## src/rtl/frame_mux4.sv

```systemverilog
// frame_mux4: 4:1 word time-multiplexer on the clock4x domain.
// Ports: clock4x, reset (sync, active-high), strobe, data_in[4*WIDTH],
//   data_out[WIDTH], phase[2], frame_start, valid_out, locked, strobe_err,
//   err_count[8] (only with FRAME_MUX4_ERRCNT_EN defined).
module frame_mux4 #(
  parameter int WIDTH      = 14,
  parameter int LOCK_COUNT = 8
) (
  input  logic               clock4x,
  input  logic               reset,
  input  logic               strobe,
  input  logic [4*WIDTH-1:0] data_in,
  output logic [WIDTH-1:0]   data_out,
  output logic [1:0]         phase,
  output logic               frame_start,
  output logic               valid_out,
  output logic               locked,
  output logic               strobe_err
`ifdef FRAME_MUX4_ERRCNT_EN
  ,
  output logic [7:0]         err_count
`endif
);

  localparam int CW = $clog2(LOCK_COUNT + 1);

  typedef enum logic [1:0] {
    UNLOCKED,
    ACQUIRE,
    LOCKED
  } state_t;

  state_t             state_q, state_d;
  logic [CW-1:0]      cnt_q, cnt_d, cnt_inc;
  logic [1:0]         gap_q, gap_d;
  logic [4*WIDTH-1:0] hold_q, hold_d;
  logic [WIDTH-1:0]   dout_q, dout_d;
  logic [1:0]         ph_q, ph_d, ph_nx;
  logic               act_q, act_d;
  logic               fs_q, fs_d;
  logic               vld_q;
  logic               err_q, err_d;
  logic               adv, good, early, missing;

  assign ph_nx = ph_q + 2'd1;
  assign adv   = !strobe && act_q && (ph_q != 2'd3);

  always_comb begin
    dout_d = dout_q;
    ph_d   = ph_q;
    fs_d   = 1'b0;
    hold_d = hold_q;
    act_d  = act_q;
    unique case (1'b1)
      strobe: begin
        dout_d = data_in[WIDTH-1:0];
        hold_d = data_in;
        ph_d   = 2'd0;
        fs_d   = 1'b1;
        act_d  = 1'b1;
      end
      adv: begin
        dout_d = hold_q[int'(ph_nx)*WIDTH +: WIDTH];
        ph_d   = ph_nx;
      end
      default: ;
    endcase
  end

  // gap saturates at 3 so a long silence still reads as "due"
  always_comb begin
    gap_d = gap_q;
    if (strobe)
      gap_d = 2'd0;
    else if (gap_q != 2'd3)
      gap_d = gap_q + 2'd1;
  end

  assign good    = strobe && (gap_q == 2'd3);
  assign early   = strobe && (gap_q != 2'd3) &&
                   (state_q != UNLOCKED);
  assign missing = !strobe && (gap_q == 2'd3) &&
                   (state_q != UNLOCKED);
  assign err_d   = early || missing;

  assign cnt_inc = (cnt_q == CW'(LOCK_COUNT)) ?
                   cnt_q : cnt_q + 1'b1;

  always_comb begin
    state_d = state_q;
    cnt_d   = cnt_q;
    unique case (state_q)
      UNLOCKED: begin
        if (strobe) begin
          state_d = ACQUIRE;
          cnt_d   = '0;
        end
      end
      ACQUIRE: begin
        if (good) begin
          cnt_d = cnt_inc;
          if (cnt_inc == CW'(LOCK_COUNT))
            state_d = LOCKED;
        end else if (early) begin
          cnt_d = '0;
        end else if (missing) begin
          state_d = UNLOCKED;
        end
      end
      LOCKED: begin
        if (early) begin
          state_d = ACQUIRE;
          cnt_d   = '0;
        end else if (missing) begin
          state_d = UNLOCKED;
        end
      end
      default: state_d = UNLOCKED;
    endcase
  end

  always_ff @(posedge clock4x) begin
    if (reset) begin
      state_q <= UNLOCKED;
      cnt_q   <= '0;
      gap_q   <= 2'd0;
      hold_q  <= '0;
      dout_q  <= '0;
      ph_q    <= 2'd0;
      act_q   <= 1'b0;
      fs_q    <= 1'b0;
      vld_q   <= 1'b0;
      err_q   <= 1'b0;
    end else begin
      state_q <= state_d;
      cnt_q   <= cnt_d;
      gap_q   <= gap_d;
      hold_q  <= hold_d;
      dout_q  <= dout_d;
      ph_q    <= ph_d;
      act_q   <= act_d;
      fs_q    <= fs_d;
      vld_q   <= (state_d == LOCKED);
      err_q   <= err_d;
    end
  end

  assign data_out    = dout_q;
  assign phase       = ph_q;
  assign frame_start = fs_q;
  assign valid_out   = vld_q;
  assign locked      = (state_q == LOCKED);
  assign strobe_err  = err_q;

`ifdef FRAME_MUX4_ERRCNT_EN
  logic [7:0] ecnt_q;

  always_ff @(posedge clock4x) begin
    if (reset)
      ecnt_q <= 8'd0;
    else if (err_q && (ecnt_q != 8'hff))
      ecnt_q <= ecnt_q + 8'd1;
  end

  assign err_count = ecnt_q;
`endif

endmodule

```

## config.mk

```make
export PLATFORM = sky130hd
export DESIGN_NAME = frame_mux4
export DESIGN_NICKNAME = d
export VERILOG_FILES = /design/src/rtl/frame_mux4.sv
export SDC_FILE = /design/constraint.sdc
export NUM_CORES = 1
export LEC_CHECK = 0
export CORE_AREA = 2 2 86 88
export DETAILED_ROUTE_END_ITERATION = 10
export DIE_AREA = 0 0 88 90
export PLACE_DENSITY = 0.89
export SLEW_MARGIN = 20
export SYNTH_ARGS = -nofsm -noshare
export SYNTH_HDL_FRONTEND = slang
export SYNTH_SLANG_ARGS = --single-unit
```

## constraint.sdc

```tcl
create_clock -name clock4x -period 3.35 [get_ports clock4x]
set_clock_uncertainty 0.05 [all_clocks]
set_input_delay 0.67 -clock clock4x [delete_from_list [all_inputs] [get_ports clock4x]]
set_output_delay 0.67 -clock clock4x [all_outputs]
set_load 0.05 [all_outputs]
```

---- After elaboration in Yosys (flattened, before gate mapping) ----
Cells that the tools add are included.
word-level totals
  input port bits ......................... 59
  ROM bits ................................ 0
  memories kept ........................... 0
  bits in writable memories ............... 0
  word-level logic and storage cells ...... 54
  bits in latches ......................... 0
  output and inout port bits .............. 20
  bits in registers ....................... 84
operators by class
  multipliers ............................. 1
  shifts and indexed selects .............. 1
  mux-type cells .......................... 15
  magnitude comparators ................... 0
  equality and inequality tests ........... 9
  divide/modulo/power cells ............... 0
  bitwise logic cells ..................... 0
  add/sub/neg operators ................... 3
  reductions and logical operators ........ 15
operators by type and width
  cell                                                                count
  56-bit by 7-bit indexed part select with 14-bit output              1
  14-bit case mux with 2 select lines                                 1
  4-bit 2-to-1 mux                                                    4
  2-bit 2-to-1 mux                                                    6
  4-bit case mux with 3 select lines                                  1
  4-bit == test, second input constant                                2
  1-bit logical AND                                                   7
  2-bit == test, second input constant                                3
  2-bit inequality test, second input constant                        3
  2-bit case mux with 3 select lines                                  1
  2-bit by 3-bit multiplier with 5-bit output, second input constant  1
  2-bit by 1-bit adder with 2-bit output, second input constant       2
  4-bit by 1-bit adder with 4-bit output, second input constant       1
  2-bit case mux with 2 select lines                                  1
  2-bit nonzero test                                                  2
  3-bit nonzero test                                                  1
  2-bit by 1-bit == test with 1-bit output, second input constant     1
  2-bit zero test                                                     1
  2-bit AND reduction                                                 1
  2-bit OR reduction                                                  1
  1-bit zero test                                                     1
  1-bit logical OR                                                    1
  1-bit 2-to-1 mux                                                    1

---- Depth between registers and ports, before layout ----
Gate-level depths: netlist of run 1.
  depth in word-level cells ............... 8
  gate-level depth with buffers ........... 6

---- Least setup slack after synthesis of run 1 ----
OpenSTA, ideal clock, no wires.
  path kind ............................... reg-to-reg
  from .................................... register ph_q[0] (netlist: phase[0])
  to ...................................... register dout_q[10] (netlist: data_out[10])
  library setup time ...................... 0.142 ns
  period minus slack after synthesis ...... 2.112 ns
  cell stages (with the launch flop) ...... 7
  data arrival time ....................... 1.920 ns
  required time ........................... 3.158 ns
  slack ................................... 1.238 ns
  path through ............................ dfxtp_1 ha_1 buf_4 buf_6 mux4_2 nand2_1 a221oi_1
between the ends
  word-level cells in the longest chain between the ends .. 4
  elaborated cells between the ends (all ways) .. 7
  those cells by class .................... add/sub: 1; mul: 1; eq/ne: 1; shift: 1; mux: 1; reduce/logical: 2
RTL lines
  item                                                    line  source
  start: declaration                                      38    logic [1:0] ph_q, ph_d, ph_nx;
  start signal: assignment                                140   ph_q <= ph_d;
  2-bit by 1-bit adder with 2-bit output                  45    assign ph_nx = ph_q + 2'd1;
  2-bit by 3-bit multiplier with 5-bit output             63    dout_d = hold_q[int'(ph_nx)*WIDTH +: WIDTH];
  56-bit by 7-bit indexed part select with 14-bit output  63
  14-bit case mux with 2 select lines                     54    unique case (1'b1)
  end signal: assignment                                  139   dout_q <= dout_d;
  end: declaration                                        37    logic [WIDTH-1:0] dout_q, dout_d;
Parallel ways exist; a longest one is shown, timed or not.
A chain may end at the register's enable or synchronous reset.

---- Worst setup path in the final report of run 1 ----
  from .................................... register state_q[0]
  to ...................................... output port locked
between the ends
  word-level cells in the longest chain between the ends .. 1
RTL lines
  item                      line  source
  start: declaration        33    state_t state_q, state_d;
  start signal: assignment  135   state_q <= state_d;
  2-bit == test             152   assign locked = (state_q == LOCKED);
  end: declaration          17    output logic locked,
Every way passes these cells.

==> results.md, run 1 <==
- Clk buf depth: 2
- Final ANT Viol Nets: 0
- Final WL: 8010 um
- Setup TNS: 0 ps
- Slew Viols, Final: 0
- Final Setup Violations: 0
- DP Cell Count: 523
- Vias in the first global route: 2,850
- Slew HR: 36.8%
- Register area share after synthesis: 45.3%
- Crit. End Element: output port
- Synthesized cell area: 0.00371 mm2
- Die H: 90 um
- Maxcap violations: 0
- Die X: 88 um
- Row count: 31
- Global-route wire length before repair: 13,100 um
- Via Count: 2,887
- Setup ws final: 646 ps
- Antenna Cells: 0
- Clk root buf: clkbuf_8
- PortBufs: 78
- Min Tclk post-route: 2700 ps
- Fmax: 370 MHz
- Layout Nets: 502
- Syn Area/Cell: 10.1 um2
- Sink Count: 84
- # H-tree levels: 3
- Largest net degree at the start of global routing: 62
- Post-synthesis net count: 436
- TritonCTS buffer count: 9
- RSZ-0062 raised after global routing: no
- CTS resizes: 0
- Initial Util: 52.8%
- Max VDD drop: 0.258 mV
- Most used DFF post-synth: dfxtp_1
- Crit path required time: 2630 ps
- Worst-margin pin slew: 948 ps
- DR DRC count: 0
- Die area: 0.00792 mm2
- Arrival @ worst endpoint: 1980 ps
- Area delta synth->final: 27.3%
- YS warnings: 0
- Synth Register Bits: 84
- Crit path max-delay cell type: clkdlybuf4s50_1
- Gpl congestion: 0.831
- Post-CTS setup buffers: 0
- HPWL after detailed placement: 5620 um
- Outcome: finished, final reports clean
- Worst skew pair latency: 350 ps
- P per Cell Area: 469 mW/mm2
- Post-CTS Hold Buffers: 0
- Hold depth: 2
- Synth unique cells: 41
- Routed len/inst: 14.9 um
- Total GRT Usage: 20.8%
- Fraction of registers with async set/reset: 0%
- Layout cells sized above 1: 9.09%
- Worst path cell trace: inv_1 -> ha_1 -> clkdlybuf4s50_1
- CORE AREA: 0.00702 mm2
- FF-to-FF path depth: 4
- Slowest cell delay on critical path: 850 ps
- CP Launch Type: flop
- Leakage: 1.97 nW
- Gr ovfl total: 0
- Worst hold-check path type: reg2reg
- Cells after Synth: 369
- Clock slew at reported path FFs: 80 ps
- Hold violation count in the final report: 0
- TritonCTS clock tree: built
- Via/cell ratio: 5.36
- Crit Path Class: reg2out
- 1st-iter DRT viols: 133
- CP Max Fanout: 8
- First-pass DRT Iterations: 4
- Final std cells w/o fill: 539
- I/O pin count: 79
- Period utilization: 80.7%
- Initial antenna violation count: 0
- EDFF count, synth: 0
- Pre-CTS setup slack: 937 ps
==> per-layer routing <==
| layer | global-route usage [%] | routed length, um | vias up |
|---|---|---|---|
| met4 | 8.33 | 144 | 0 |
| li1 | - | - | 1425 |
| met5 | 0 | 0 | - |
| met2 | 34.2 | 4100 | 77 |
| met3 | 3.21 | 285 | 12 |
| met1 | 27.2 | 3480 | 1373 |
==> kinds of logic after synthesis <==
kind of cell	share of synthesized area, %
XOR/XNOR	0.945
AND/OR/NAND/NOR	12.0
multiplexers	24.7
buffers and inverters	5.40
adder cells (fa/ha/maj)	2.70
flip-flops	45.3
AO/OA/AOI/OAI	8.94
==> metrics by stage <==
stage               hold WS (ps)  power (W)  util (%)  instance area, um2
floorplan                    399    0.00133         -                3710
global placement             413    0.00145      64.2                4510
detailed placement           426    0.00146      64.2                4510
CTS                          439    0.00223      67.3                4720
global route                 466    0.00230      67.3                4720
finish                       434    0.00222      67.3                4720
==> layout by cell type, fill, tap and decap left out, drive strengths merged, types with 2 or more instances in the layout <==
master         count
o21ai              3
a21oi             19
inv               19
clkinv             4
nor2              68
xor2               2
bufinv             2
ha                 8
and2               2
nor2b              3
xnor2              2
and3               2
clkdlybuf4s50     76
clkbuf             9
nor3               6
a221oi            14
mux4              14
mux2i             59
buf                6
nand2             16
nand3              5
dfxtp             84
==> path summary, 6_finish.rpt <==
check	start	endpoint	slack, ps
max	state_q[0]	locked	650
min	act_q	act_q	430
max reg2reg	phase[1]	data_out[6]	1120
min reg2reg	act_q	act_q	430
==> worst max-delay path, delay by kind of cell, from the launching register on <==
family | cells | cell delay (ps)
adders and majority gates | 1 | 290
buffers and inverters | 2 | 980
DFF | 1 | 370
==> area by class of cell <==
class | count | area (um2)
clock buffer | 9 | 124
clock inverter | 7 | 91.3
fill | 536 | 2300
inverter | 19 | 71.3
multi-input combinational | 239 | 1830
sequential | 84 | 1680
tap | 99 | 124
timing repair buffer | 82 | 803
==> state kept, by name (all words and copies together), names as in the netlist <==
signal and count:
act_q 1, cnt_q 4, data_out 14, frame_start 1, gap_q 2, hold_q 56
phase 2, state_q 2, strobe_err 1, valid_out 1
==> Yosys cell counts, types with 2 or more instances <==
| cell | n | area share [%] |
|---|---|---|
| dfxtp_1 | 84 | 45 |
| xnor2_1 | 2 | 0.47 |
| nand3_1 | 5 | 0.67 |
| o21ai_1 | 2 | 0.27 |
| clkbuf_1 | 11 | 1.1 |
| buf_2 | 13 | 1.8 |
| ha_1 | 8 | 2.7 |
| mux4_2 | 14 | 8.5 |
| inv_1 | 18 | 1.8 |
| a21oi_1 | 19 | 2.6 |
| nand2_1 | 15 | 1.5 |
| nor2b_1 | 3 | 0.51 |
| mux2i_1 | 59 | 16 |
| a221oi_1 | 14 | 3.3 |
| nor2_1 | 68 | 6.9 |
| and2_1 | 2 | 0.34 |
| nor3_1 | 6 | 0.81 |
| and3_1 | 2 | 0.34 |
| xor2_1 | 2 | 0.47 |
==> power by group <==
group          internal, W  switching (W)  leakage [nW]
logic             0.000174       0.000179          1.17
registers          0.00106      0.0000333         0.693
clock network     0.000417       0.000356         0.109
total              0.00165       0.000569          1.97
Note: power is estimated with default switching activity, not from simulation.
==> run 2, diff against run 1 <==
CORE_AREA = 2 2 89 91   (was 2 2 86 88)
DIE_AREA = 0 0 91 93   (was 0 0 88 90)
PLACE_DENSITY = 0.84   (was 0.89)
clock period = 2.8 ns   (was 3.35 ns; I/O delays follow)
==> run 2 against run 1 <==
- via count is 0.76% lower
- register-to-register slack worse by 230 ps
- flip-flop and latch count stayed put
- hold slack worse by 6.0 ps
- sequential power is 19% higher
- non-clock buffer count is 5 higher
- clock power is 7.2% higher
- total power is 16% higher
- routed wire length is 1.2% lower
- combinational power is 21% higher
- critical endpoint unchanged
- largest power group unchanged
==> results.md, run 2 (synthesis gave the netlist of run 1 again) <==
- Vias in the first global route: 2,849 (-0.035%)
- Hold worst-path end: act_q
- Final Total Pwr: 0.00256 W (+16%)
- Post-CTS setup buffers: 0 (unchanged)
- Min Tclk post-route: 2540 ps
- Hold_sp: act_q
- Slew Viols, Final: 0 (unchanged)
- Final std cells w/o fill: 546 (+1.3%)
- Die area: 0.00846 mm2 (+6.9%)
- Leakage: 1.98 nW (+0.39%)
- Clk buf depth: 2 (unchanged)
- Setup TNS: 0 ps (unchanged)
- Row count: 32 (+3.2%)
- Worst R2R Start: phase[0]
- Maxcap violations: 0 (unchanged)
- R2R setup slack: 890 ps (-230 ps)
- Crit. End Element: output port
- Fmax: 393 MHz
- Gr ovfl total: 0 (unchanged)
- Post-CTS Hold Buffers: 0 (unchanged)
- Gpl congestion: 0.810 (-2.5%)
- Top reg by flops: hold_q
- Crit Path Class: reg2out
- Routed len/inst: 14.5 um (-2.5%)
- Clock slew at reported path FFs: 70 ps (about the same)
- Arrival @ worst endpoint: 1930 ps (-50 ps)
- Clk root buf: clkbuf_8
- Layout Nets: 507 (+1.0%)
- Most common cell after layout, fill and taps aside: dfxtp_1
- Sink Count: 84 (unchanged)
- Outcome: finished, final reports clean
- FF-to-FF path depth: 5 (+1)
- Period utilization: 90.8%
- Area delta synth->final: 27.8%
- Crit path required time: 2190 ps (-440 ps)
- P per Cell Area: 540 mW/mm2 (+15%)
- CP Buf/Inv Count: 2 (unchanged)
- Via Count: 2,865 (-0.76%)
- Max VDD drop: 0.361 mV (+40%)
- Global-route wire length before repair: 13,000 um (-0.11%)
- Slowest cell delay on critical path: 840 ps (about the same)
- Kind of cell adding the most delay to the critical path: buffers and inverters
- RSZ-0062 raised after global routing: no
- CORE AREA: 0.00753 mm2 (+7.2%)
- Antenna Cells: 0 (unchanged)
- First-pass DRT Iterations: 4 (unchanged)
- Slew HR: 55.0% (+18 points)
- Total GRT Usage: 19.2% (-1.7 points)
- Worst path cell trace: inv_1 -> ha_1 -> clkdlybuf4s50_1
- # H-tree levels: 3 (unchanged)
- Max reg flops: 56 (unchanged)
- TritonCTS clock tree: built
- Worst skew pair latency: 340 ps (about the same)
- CTS resizes: 0 (unchanged)
- I/O pin count: 79 (unchanged)
- Final WL: 7910 um (-1.2%)
- PortBufs: 78 (unchanged)
- Largest net degree at the start of global routing: 52 (-16%)
- Fillers: 637 (+19%)
- HPWL after detailed placement: 5640 um (+0.30%)
- CP Launch Type: flop
- Initial antenna violation count: 0 (unchanged)
- Final ANT Viol Nets: 0 (unchanged)
- Commonest cells after routing, fill and taps aside: dfxtp_1 (84), clkdlybuf4s50_1 (76), nor2_1 (68), mux2i_1 (59), a21oi_1 (19)
- TritonCTS buffer count: 9 (unchanged)
- Die X: 91 um (+3.4%)
- Initial Util: 49.3% (-3.6 points)
- Hold violation count in the final report: 0 (unchanged)
- CP Max Fanout: 8 (unchanged)
- Final Setup Violations: 0 (unchanged)
- DR DRC count: 0 (unchanged)
- Hold depth: 2 (unchanged)
- Crit path max-delay cell type: clkdlybuf4s50_1
- 1st-iter DRT viols: 118 (-11%)
- Worst-margin pin slew: 675 ps (-273 ps)
- Die H: 93 um (+3.3%)
- DP Cell Count: 531 (+1.5%)
- Via/cell ratio: 5.25 (-2.0%)
- FF-to-FF End: data_out[13]
- Util after Layout: 63.0% (-4.3 points)
- Layout cells sized above 1: 9.68% (+0.59 points)
- Worst hold-check path type: reg2reg
run 2: final cells by class:
cell class,instances,area [um2],share of cell area [%]
Multi-Input combinational cell,239,1830,38.6
Sequential cell,84,1680,35.5
Timing Repair Buffer,87,841,17.7
Clock buffer,11,141,2.98
Tap cell,102,128,2.69
Inverter,19,71.3,1.50
Clock inverter,4,50.0,1.06
run 2: worst register-to-register path, stage by stage, from the launching register on:
cell and delay, ps:
dfxtp_1 360, ha_1 420, buf_4 240, mux4_2 530, nand2_1 90, a221oi_1 70
run 2: power breakdown:
part / total [W] / switching, W / internal, W
sequential: 0.00130 / 0.0000394 / 0.00126
combinational: 0.000428 / 0.000215 / 0.000213
clock: 0.000829 / 0.000399 / 0.000430
run 2: metal layers:
layer  wire [um]  vias to the layer above  part of all wire (%)  track usage [%]
li1            -                     1435                     -                -
met1        3410                     1350                    43             23.4
met2        4040                       67                    51             33.7
met3         346                       13                   4.4             4.43
met4         117                        0                   1.5             6.19
met5           0                        -                     0                0
run 2: worst max path at each step:
stage,startpoint,endpoint,depth (start not counted)
5_1_grt,state_q[1],locked,2
2_1_floorplan,phase[0],data_out[10],6
3_3_place_gp,state_q[0],locked,3
4_1_cts,state_q[0],locked,3
3_5_place_dp,state_q[0],locked,3
6_report,state_q[0],locked,3
run 2: through the flow:
| stage | worst slack [ps] | instance area, um2 | hold slack, ps |
|---|---|---|---|
| 5_1_grt | 163 | 4740 | 475 |
| 3_5_place_dp | 629 | 4550 | 420 |
| 6_report | 257 | 4740 | 428 |
| 2_1_floorplan | 688 | 3710 | 399 |
| 3_3_place_gp | 678 | 4550 | 410 |
| 4_1_cts | 250 | 4740 | 432 |
